==> src/rtl/keypad_scan_ctrl.sv <==
// Column scanner and row debouncer for a 4x4 active-low matrix keypad.
// Accepted presses are presented as a hex code with a valid/ack handshake.
module keypad_scan_ctrl #(
    parameter int SCAN_DIV     = 1000,
    parameter int DEBOUNCE_CNT = 4
) (
    input  logic       clock,
    input  logic       reset,
    input  logic [3:0] row_in,
    output logic [3:0] col_out,
    output logic [1:0] col_sel,
    output logic [3:0] key_code,
    output logic       key_valid,
    input  logic       key_ack,
    output logic       key_down,
    output logic       overrun
);

    localparam int DIV_W = (SCAN_DIV > 1) ? $clog2(SCAN_DIV) : 1;
    localparam int DEB_W = (DEBOUNCE_CNT > 1) ? $clog2(DEBOUNCE_CNT) : 1;
    localparam logic [DIV_W-1:0] DIV_LAST = DIV_W'(SCAN_DIV - 1);
    localparam logic [DEB_W-1:0] DEB_LAST = DEB_W'(DEBOUNCE_CNT - 1);

    typedef enum logic [1:0] {
        ST_SCAN,
        ST_DEBOUNCE,
        ST_PRESSED,
        ST_RELEASE
    } state_t;

    state_t           r_state;
    state_t           w_state_nxt;
    logic [3:0]       r_sync1;
    logic [3:0]       r_row_s;
    logic [DIV_W-1:0] r_div_cnt;
    logic             w_tick;
    logic [1:0]       r_col_sel;
    logic [1:0]       w_col_nxt;
    logic [1:0]       r_cand_row;
    logic [1:0]       w_cand_nxt;
    logic [DEB_W-1:0] r_deb_cnt;
    logic [DEB_W-1:0] w_deb_nxt;
    logic             w_row_hit;
    logic [1:0]       w_row_idx;
    logic [3:0]       w_cand_pat;
    logic             w_accept;
    logic [3:0]       w_new_code;
    logic [3:0]       r_key_code;
    logic             r_key_valid;
    logic             r_overrun;

    always_ff @(posedge clock) begin
        if (reset) begin
            r_sync1   <= 4'b1111;
            r_row_s   <= 4'b1111;
            r_div_cnt <= '0;
        end else begin
            r_sync1   <= row_in;
            r_row_s   <= r_sync1;
            r_div_cnt <= (r_div_cnt == DIV_LAST) ? '0 : r_div_cnt + DIV_W'(1);
        end
    end

    assign w_tick     = (r_div_cnt == DIV_LAST);
    assign w_cand_pat = ~(4'b0001 << r_cand_row);
    assign w_new_code = {r_cand_row, 2'b00} + {2'b00, r_col_sel} + 4'd1;

    // Only a single low row is a key; ghost/multi-key patterns read as idle.
    always_comb begin
        w_row_hit = 1'b1;
        w_row_idx = 2'd0;
        case (r_row_s)
            4'b1110: w_row_idx = 2'd0;
            4'b1101: w_row_idx = 2'd1;
            4'b1011: w_row_idx = 2'd2;
            4'b0111: w_row_idx = 2'd3;
            default: w_row_hit = 1'b0;
        endcase
    end

    always_comb begin
        w_state_nxt = r_state;
        w_col_nxt   = r_col_sel;
        w_cand_nxt  = r_cand_row;
        w_deb_nxt   = r_deb_cnt;
        w_accept    = 1'b0;
        if (w_tick) begin
            case (r_state)
                ST_SCAN: begin
                    if (w_row_hit) begin
                        w_cand_nxt  = w_row_idx;
                        w_deb_nxt   = '0;
                        w_state_nxt = ST_DEBOUNCE;
                    end else begin
                        w_col_nxt = r_col_sel + 2'd1;
                    end
                end
                ST_DEBOUNCE: begin
                    if (r_row_s == w_cand_pat) begin
                        if (r_deb_cnt == DEB_LAST) begin
                            w_accept    = 1'b1;
                            w_state_nxt = ST_PRESSED;
                        end else begin
                            w_deb_nxt = r_deb_cnt + DEB_W'(1);
                        end
                    end else begin
                        w_state_nxt = ST_SCAN;
                        w_col_nxt   = r_col_sel + 2'd1;
                    end
                end
                ST_PRESSED: begin
                    if (r_row_s == 4'b1111) begin
                        w_deb_nxt   = '0;
                        w_state_nxt = ST_RELEASE;
                    end
                end
                ST_RELEASE: begin
                    if (r_row_s == 4'b1111) begin
                        if (r_deb_cnt == DEB_LAST) begin
                            w_state_nxt = ST_SCAN;
                            w_col_nxt   = r_col_sel + 2'd1;
                        end else begin
                            w_deb_nxt = r_deb_cnt + DEB_W'(1);
                        end
                    end else begin
                        w_state_nxt = ST_PRESSED;
                    end
                end
                default: w_state_nxt = ST_SCAN;
            endcase
        end
    end

    always_ff @(posedge clock) begin
        if (reset) begin
            r_state    <= ST_SCAN;
            r_col_sel  <= 2'd0;
            r_cand_row <= 2'd0;
            r_deb_cnt  <= '0;
        end else begin
            r_state    <= w_state_nxt;
            r_col_sel  <= w_col_nxt;
            r_cand_row <= w_cand_nxt;
            r_deb_cnt  <= w_deb_nxt;
        end
    end

    // An ack arriving with a new key absorbs the old one, so no overrun.
    always_ff @(posedge clock) begin
        if (reset) begin
            r_key_code  <= 4'h0;
            r_key_valid <= 1'b0;
            r_overrun   <= 1'b0;
        end else if (w_accept) begin
            r_key_code  <= w_new_code;
            r_key_valid <= 1'b1;
            if (r_key_valid && !key_ack) begin
                r_overrun <= 1'b1;
            end else if (r_key_valid && key_ack) begin
                r_overrun <= 1'b0;
            end
        end else if (key_ack && r_key_valid) begin
            r_key_valid <= 1'b0;
            r_overrun   <= 1'b0;
        end
    end

    assign col_out   = ~(4'b0001 << r_col_sel);
    assign col_sel   = r_col_sel;
    assign key_code  = r_key_code;
    assign key_valid = r_key_valid;
    assign overrun   = r_overrun;
    assign key_down  = (r_state == ST_PRESSED) || (r_state == ST_RELEASE);

endmodule

==> config.mk <==
export PLATFORM = sky130hd
export DESIGN_NAME = keypad_scan_ctrl
export DESIGN_NICKNAME = d
export VERILOG_FILES = /design/src/rtl/keypad_scan_ctrl.sv
export SDC_FILE = /design/constraint.sdc
export NUM_CORES = 1
export LEC_CHECK = 0
export ABC_AREA = 1
export CAP_MARGIN = 30
export CORE_MARGIN = 2
export CORE_UTILIZATION = 45
export CTS_CLUSTER_SIZE = 20
export DETAILED_ROUTE_END_ITERATION = 8
export GPL_ROUTABILITY_DRIVEN = 0
export HOLD_SLACK_MARGIN = 0.03
export PLACE_DENSITY = 0.67
export REMOVE_ABC_BUFFERS = 1
export SLEW_MARGIN = 10
export SYNTH_ARGS = -nofsm -noshare
export SYNTH_HDL_FRONTEND = slang
export SYNTH_SLANG_ARGS = --single-unit
==> constraint.sdc <==
create_clock -name clock -period 1.6 [get_ports clock]
set_input_delay 0.24 -clock clock [delete_from_list [all_inputs] [get_ports clock]]
set_output_delay 0.24 -clock clock [all_outputs]
set_load 0.05 [all_outputs]
==> results.tsv, run 1 <==
stage	metric	value	unit
status	status	completed	
timing	fmax	0.673	GHz
global_route	grt_max_degree	11	
pwr	seq_power_share	51.8	%
worst_setup_path	critical_path.slowest_cell	sky130_fd_sc_hd__dfxtp_2	
timing	min_period	1.49	ns
placement	hpwl	2.17	mm
clocking	cts_resized	0	
pwr	report.power.total	1.59	mW
min_path	holdCritPathClass	flip-flop to flip-flop	
drt	totalWireLength	2.79	mm
global_route	antenna_found_initial	0	
pwr	power_frac_clock	42.7	%
yosys	simple_gate_share_of_the_synthesized_area	37.0	%
timing	hold_viol	0	
yosys	async_sr_flop_fraction	0	%
pwr	power.internal	1.27	mW
floorplanning	initial_cell_density_of_the_core	47.8	%
global_route	grt_pass1_wl	4.97	mm
yosys	synth_compound_gate_area_share	7.42	%
pwr	p_switching	0.322	mW
floorplanning	die_x	64.0	um
clocking	max-clock-path-buffers	2	
pwr	sw_frac_of_total	20.3	%
worst_setup_path	startpoint_type	flip-flop	
flow_run	max-cap-violations	0	
floorplanning	core.rowCount	21	
clocking	clock_tree_from_tritoncts	built	
drt	remaining_drc_errors	0	
worst_setup_path	timing.critical_path.max_delay_family	flip-flops	
yosys	synth_seq_area_share	39.6	%
cells_and_area	area_delta_synth_final	23.6	%
drt	drt_pre_antenna_iters	4	
cells_and_area	layout.nets	265	
worst_setup_path	cp_slowest_stage_delay	0.38	ns
yosys	share_of_synthesized_cell_area_in_full_adder_half_adder_and_majority_cells	4.64	%
timing	total_negative_setup_slack	0	ns
yosys	post_synth_inst_count	226	
timing	min_period_over_period	92.8	%
worst_setup_path	crit_chain	inv_1, ha_1, inv_1, buf_12	
timing	setup-violations-final	0	
yosys	combinational_family_with_the_most_area_after_synthesis	simple AND/OR/NAND/NOR gates	
global_route	global_route.usage.total	15.7	%
worst_setup_path	timing.reg2reg.setup_slack	0.17	ns
clocking	clkTransAtPathRegs	0.09	ns
worst_setup_path	critical-path-top-cell-by-count	sky130_fd_sc_hd__inv_1	
timing	actual_slew_at_the_worst_max_slew_pin	0.317	ns
cells_and_area	final-seq-area	646	um^2
worst_setup_path	worstPathArrival	1.25	ns
floorplanning	dieArea	4090	um^2
drt	total_number_of_vias	1390	
clocking	cts_root_buf	sky130_fd_sc_hd__clkbuf_4	
floorplanning	number_of_i_o_pins	20	
clocking	cts_max_level	2	
clocking	cts_inserted_buffers	5	
cells_and_area	final_layout_size_suffix_gt1_share	22.9	%
placement	dpl_worst_slack	0.163	ns
pwr	irDropWorstVdd	639	uV
worst_setup_path	type_of_the_worst_setup_path	flip-flop to output port	
yosys	area_fraction_of_the_dominant_cell_type_after_synthesis	39.6	%
clocking	post-cts-setup-buffer-count	0	
drt	vias_per_cell	4.65	
cells_and_area	final.fill_count	319	
worst_setup_path	worst-path-max-fanout	5	
global_route	vias_in_the_first_global_route	1209	
clocking	worst_skew_pair.late_latency	0.33	ns
yosys	synth_flop_cell	sky130_fd_sc_hd__dfxtp_1	
placement	count_of_buffers_from_port_buffering	19	
pwr	total_leakage_power	0.985	nW
yosys	yosys.cell_types.count	28	
yosys	number_of_storage_elements_in_the_synthesis_netlist	32	
clocking	cts_hold_repair.buffers	0	
yosys	total_standard_cell_area_after_synthesis	1620	um^2
global_route	grt_overflow	0	
cells_and_area	layout.cells.most_common	sky130_fd_sc_hd__nand2_1	
drt	drt.antenna.violating_nets	0	
timing	rsz0062_at_grt	no	
timing	setup_slack	0.114	ns
floorplanning	placeableCoreArea	3390	um^2
yosys	syn_avg_cell_area	7.16	um^2
yosys	post-synth-top-area-cell	sky130_fd_sc_hd__dfxtp_1	
pwr	combinationalPowerShare	5.6	%
cells_and_area	combined_area_of_the_multi_input_logic_cells	832	um^2
drt	detail_route.wl_per_cell	9.34	um
yosys	synthMuxAreaShare	0	%
pwr	power-per-cell-area	795	nW/um^2
drt	detailed_router_s_first_iteration_violation_count	65	
yosys	ys_top_cells_by_area	sky130_fd_sc_hd__dfxtp_1, sky130_fd_sc_hd__nand2_1, sky130_fd_sc_hd__nor2_1	
worst_setup_path	setup.worst_path.end_class	output port	
timing	slew_viol_final	0	
yosys	synth_enable_flop_cells	0	
yosys	synth_xor_xnor_area_share	2.16	%
floorplanning	dieHeight	64.0	um
cells_and_area	layout_common_cells	sky130_fd_sc_hd__nand2_1, sky130_fd_sc_hd__nor2_1, sky130_fd_sc_hd__inv_1	
timing	finalHoldWorstSlack	0.416	ns
worst_setup_path	worst-path-buf-inv	3	
timing	relSlewSlack	78.6	%
clocking	cts.sinks	32	
yosys	ys_warn_count	0	
timing	finalClockSkew	0.00556	ns
worst_setup_path	worstPathRequired	1.36	ns
cells_and_area	antenna_diode_count	0	
==> flip-flops by register name (all words and copies together), names as in the netlist, named ones only <==
register    cells
col_sel         2
r_div_cnt      10
r_sync1         4
key_valid       1
r_deb_cnt       2
r_state         2
r_row_s         4
key_code        4
r_cand_row      2
==> power by group through the flow <==
stage	Clock [mW]	Sequential, mW	Combinational [mW]
detailed placement	0	0.840	0.0882
floorplan	0	0.838	0.0560
finish	0.679	0.823	0.0887
global placement	0	0.840	0.0874
CTS	0.703	0.822	0.0882
global route	0.747	0.826	0.102
==> layout make-up <==
| class | count | area share (%) |
|---|---|---|
| timing repair buffer | 22 | 12.1 |
| clock buffer | 7 | 3.25 |
| tap | 46 | 2.88 |
| clock inverter | 1 | 1.50 |
| multi-input combinational | 157 | 41.6 |
| inverter | 34 | 6.38 |
| sequential | 32 | 32.3 |
==> routing by layer <==
metal / up-vias / part of all wire, % / GRT usage (%)
met5: - / 0 / 0
met4: 0 / 1.6 / 7.34
met3: 4 / 4.1 / 4.75
met2: 24 / 43 / 23.7
met1: 611 / 51 / 20.3
li1: 751 / - / -
==> cells by family after synthesis <==
kind of cell | after synthesis
fa+ha+maj | 6
simple gates | 124
compound gates | 23
xor+xnor | 4
buf+inv | 37
flops | 32
==> synth_stat cells, types with 2 or more instances <==
cell type,instances
sky130_fd_sc_hd__xor2_1,3
sky130_fd_sc_hd__nand3_2,2
sky130_fd_sc_hd__nand2_1,51
sky130_fd_sc_hd__nor3_1,2
sky130_fd_sc_hd__o21ai_0,6
sky130_fd_sc_hd__or2_2,8
sky130_fd_sc_hd__nand3_1,12
sky130_fd_sc_hd__ha_1,6
sky130_fd_sc_hd__nand4_1,3
sky130_fd_sc_hd__nor2_4,2
sky130_fd_sc_hd__nor2_2,3
sky130_fd_sc_hd__a21oi_1,12
sky130_fd_sc_hd__nand2_2,4
sky130_fd_sc_hd__nor2_1,31
sky130_fd_sc_hd__inv_2,4
sky130_fd_sc_hd__clkbuf_1,2
sky130_fd_sc_hd__o21ai_1,3
sky130_fd_sc_hd__inv_1,30
sky130_fd_sc_hd__nand2_4,2
sky130_fd_sc_hd__dfxtp_1,32
==> through the flow <==
stage | cells | cell area, um^2 | util (%)
floorplan | 223 | 1600 | -
global placement | 291 | 1900 | 56.0
detailed placement | 291 | 1900 | 56.0
CTS | 299 | 1990 | 58.8
global route | 299 | 2000 | 59.0
finish | 299 | 2000 | 59.0
==> path summary, 6_finish.rpt <==
check,endpoint,from,cells after the start
max,col_out[0],col_sel[0]$_SDFFE_PP0P_,4
min reg2reg,r_row_s[3]$_SDFF_PP1_,r_sync1[3]$_SDFF_PP1_,1
min,r_row_s[3]$_SDFF_PP1_,r_sync1[3]$_SDFF_PP1_,1
max reg2reg,r_state[0]$_SDFFE_PP0P_,r_div_cnt[1]$_SDFF_PP0_,10
No activity file was read; power rests on OpenSTA's default activity.
==> run 2, diff against run 1 <==
--- a/config.mk
+++ b/config.mk
@@ -7,6 +7,7 @@
 export LEC_CHECK = 0
 export ABC_AREA = 1
 export CAP_MARGIN = 30
+export CORE_ASPECT_RATIO = 0.5
 export CORE_MARGIN = 2
 export CORE_UTILIZATION = 45
 export CTS_CLUSTER_SIZE = 20
==> run 2 against run 1 <==
  * Setup slack better by 0.026 ns
  * Clock skew up 0.00062 ns
  * Maximum frequency up 1.8%
  * Critical path depth up 4
  * Flip-flop and latch count unchanged
  * Non-clock buffer count up 1
  * Global-route usage up 0.18 points
  * Core utilization about the same
  * Wire length up 6.7%
  * Design area up 1.3%
  * Clock power up 13%
  * Sequential power about the same
==> results.tsv, run 2 (synthesized netlist as in run 1, its figures left out) <==
stage	metric	value	unit	change
floorplanning	number_of_i_o_pins	20		unchanged
worst_setup_path	worstPathArrival	1.64	ns	was 1.25 ns
pwr	seq_power_share	48.9	%	was 51.8%
cells_and_area	top_register	r_div_cnt		unchanged
clocking	clkTransAtPathRegs	0.07	ns	was 0.09 ns
timing	slew_viol_final	0		unchanged
flow_run	max-cap-violations	0		unchanged
floorplanning	dieArea	4120	um^2	was 4090 um^2
floorplanning	core.rowCount	15		was 21
drt	totalWireLength	2.98	mm	was 2.79 mm
floorplanning	dieHeight	46.4	um	was 64.0 um
clocking	cts_root_buf	sky130_fd_sc_hd__clkbuf_8		was sky130_fd_sc_hd__clkbuf_4
global_route	vias_in_the_first_global_route	1094		was 1209
timing	total_negative_setup_slack	0	ns	unchanged
timing	setup-violations-final	0		unchanged
cells_and_area	largest_register_ff_count	10		unchanged
status	status	completed		unchanged
placement	hpwl	2.24	mm	was 2.17 mm
min_path	holdCritPathClass	flip-flop to flip-flop		unchanged
floorplanning	placeableCoreArea	3430	um^2	was 3390 um^2
cells_and_area	final_core_utilization	59.0	%	about the same
timing	relSlewSlack	78.9	%	was 78.6%
timing	hold_viol	0		unchanged
floorplanning	initial_cell_density_of_the_core	47.1	%	was 47.8%
timing	actual_slew_at_the_worst_max_slew_pin	0.313	ns	was 0.317 ns
cells_and_area	layout.nets	266		was 265
clocking	clock_tree_from_tritoncts	built		unchanged
cells_and_area	layout.cells.most_common	sky130_fd_sc_hd__nand2_1		unchanged
worst_setup_path	worstPathRequired	1.78	ns	was 1.36 ns
worst_setup_path	setup.worst_path.end_class	flip-flop		was output port
pwr	power_frac_clock	45.7	%	was 42.7%
drt	remaining_drc_errors	0		unchanged
drt	detailed_router_s_first_iteration_violation_count	98		was 65
drt	detail_route.wl_per_cell	9.78	um	was 9.34 um
placement	dpl_worst_slack	0.153	ns	was 0.163 ns
drt	total_number_of_vias	1379		was 1390
cells_and_area	final_cell_area	2030	um^2	was 2000 um^2
timing	fmax	0.685	GHz	was 0.673 GHz
cells_and_area	layout_common_cells	sky130_fd_sc_hd__nand2_1, sky130_fd_sc_hd__nor2_1, sky130_fd_sc_hd__dfxtp_1		was sky130_fd_sc_hd__nand2_1, sky130_fd_sc_hd__nor2_1, sky130_fd_sc_hd__inv_1
worst_setup_path	worst-path-max-fanout	4		was 5
global_route	grt_pass1_wl	4.80	mm	was 4.97 mm
clocking	cts_resized	0		unchanged
floorplanning	die_x	88.8	um	was 64.0 um
pwr	report.power.total	1.68	mW	was 1.59 mW
placement	count_of_buffers_from_port_buffering	19		unchanged
clocking	cts_hold_repair.buffers	0		unchanged
drt	drt.antenna.violating_nets	0		unchanged
clocking	worst_skew_pair.late_latency	0.28	ns	was 0.33 ns
clocking	cts_inserted_buffers	5		unchanged
global_route	grt_overflow	0		unchanged
clocking	max-clock-path-buffers	2		unchanged
drt	vias_per_cell	4.52		was 4.65
worst_setup_path	type_of_the_worst_setup_path	flip-flop to flip-flop		was flip-flop to output port
worst_setup_path	startpoint_type	flip-flop		unchanged
pwr	combinationalPowerShare	5.4	%	was 5.6%
clocking	post-cts-setup-buffer-count	0		unchanged
pwr	p_switching	0.370	mW	was 0.322 mW
global_route	global_route.usage.total	15.8	%	was 15.7%
clocking	cts.sinks	32		unchanged
pwr	power.internal	1.31	mW	was 1.27 mW
cells_and_area	antenna_diode_count	0		unchanged
timing	min_period_over_period	91.2	%	was 92.8%
timing	rsz0062_at_grt	no		unchanged
cells_and_area	final_layout_size_suffix_gt1_share	21.7	%	was 22.9%
timing	finalClockSkew	0.00618	ns	was 0.00556 ns
pwr	power-per-cell-area	831	nW/um^2	was 795 nW/um^2
timing	min_period	1.46	ns	was 1.49 ns
drt	drt_pre_antenna_iters	4		unchanged
pwr	irDropWorstVdd	399	uV	was 639 uV
timing	setup_slack	0.140	ns	was 0.114 ns
clocking	cts_max_level	2		unchanged
global_route	antenna_found_initial	0		unchanged
pwr	sw_frac_of_total	21.9	%	was 20.3%
cells_and_area	area_delta_synth_final	25.2	%	was 23.6%
pwr	total_leakage_power	0.991	nW	was 0.985 nW
placement	placedInstanceArea	1910	um^2	was 1900 um^2
global_route	grt_max_degree	12		was 11
## run 2: worst max-delay path: stages (launching register included)
cell and delay (ns):
sky130_fd_sc_hd__dfxtp_1 0.38, sky130_fd_sc_hd__ha_2 0.21, sky130_fd_sc_hd__nand3_2 0.08, sky130_fd_sc_hd__nor2_4 0.12, sky130_fd_sc_hd__nand3_1 0.07, sky130_fd_sc_hd__a21oi_1 0.16
sky130_fd_sc_hd__nand3_1 0.15, sky130_fd_sc_hd__nor2_1 0.12, sky130_fd_sc_hd__nor2_1 0.05
## run 2: power by group through the flow
stage | sequential [mW] | clock [mW] | combinational (mW)
finish | 0.823 | 0.770 | 0.0908
global route | 0.825 | 0.820 | 0.103
CTS | 0.823 | 0.784 | 0.0902
detailed placement | 0.841 | 0 | 0.0895
global placement | 0.840 | 0 | 0.0880
floorplan | 0.838 | 0 | 0.0560
## run 2: per-layer routing
metal  up-vias  global-route usage (%)  share of wire, %
met5         -                       0                 0
met4         0                    4.85               1.3
met3         5                    6.99               6.0
met2        26                    23.4                41
met1       593                    20.9                52
li1        755                       -                 -
## run 2: through the flow
stage                     hold slack (ns)  cells
after global routing                0.429    305
final                               0.415    305
after floorplan                     0.309    223
after CTS                           0.417    305
after detailed placement            0.400    297
after global placement              0.392    297
## run 2: path summary, 6_finish.rpt
| path | start | to | slack, ns | depth (start not counted) |
|---|---|---|---|---|
| setup / recovery | r_div_cnt[0]$_SDFF_PP0_ | col_sel[0]$_SDFFE_PP0P_ | 0.14 | 8 |
| hold / removal | r_sync1[2]$_SDFF_PP1_ | r_row_s[2]$_SDFF_PP1_ | 0.42 | 1 |
| setup reg to reg | r_div_cnt[0]$_SDFF_PP0_ | col_sel[0]$_SDFFE_PP0P_ | 0.14 | 8 |
| hold reg to reg | r_sync1[2]$_SDFF_PP1_ | r_row_s[2]$_SDFF_PP1_ | 0.42 | 1 |
## run 2: cell type report
cell class / instances / area [um^2]
Fill cell: 324 / 1410
Multi-Input combinational cell: 157 / 832
Sequential cell: 32 / 642
Timing Repair Buffer: 23 / 250
Inverter: 34 / 128
Clock buffer: 5 / 68.8
Tap cell: 51 / 63.8
Clock inverter: 3 / 42.5
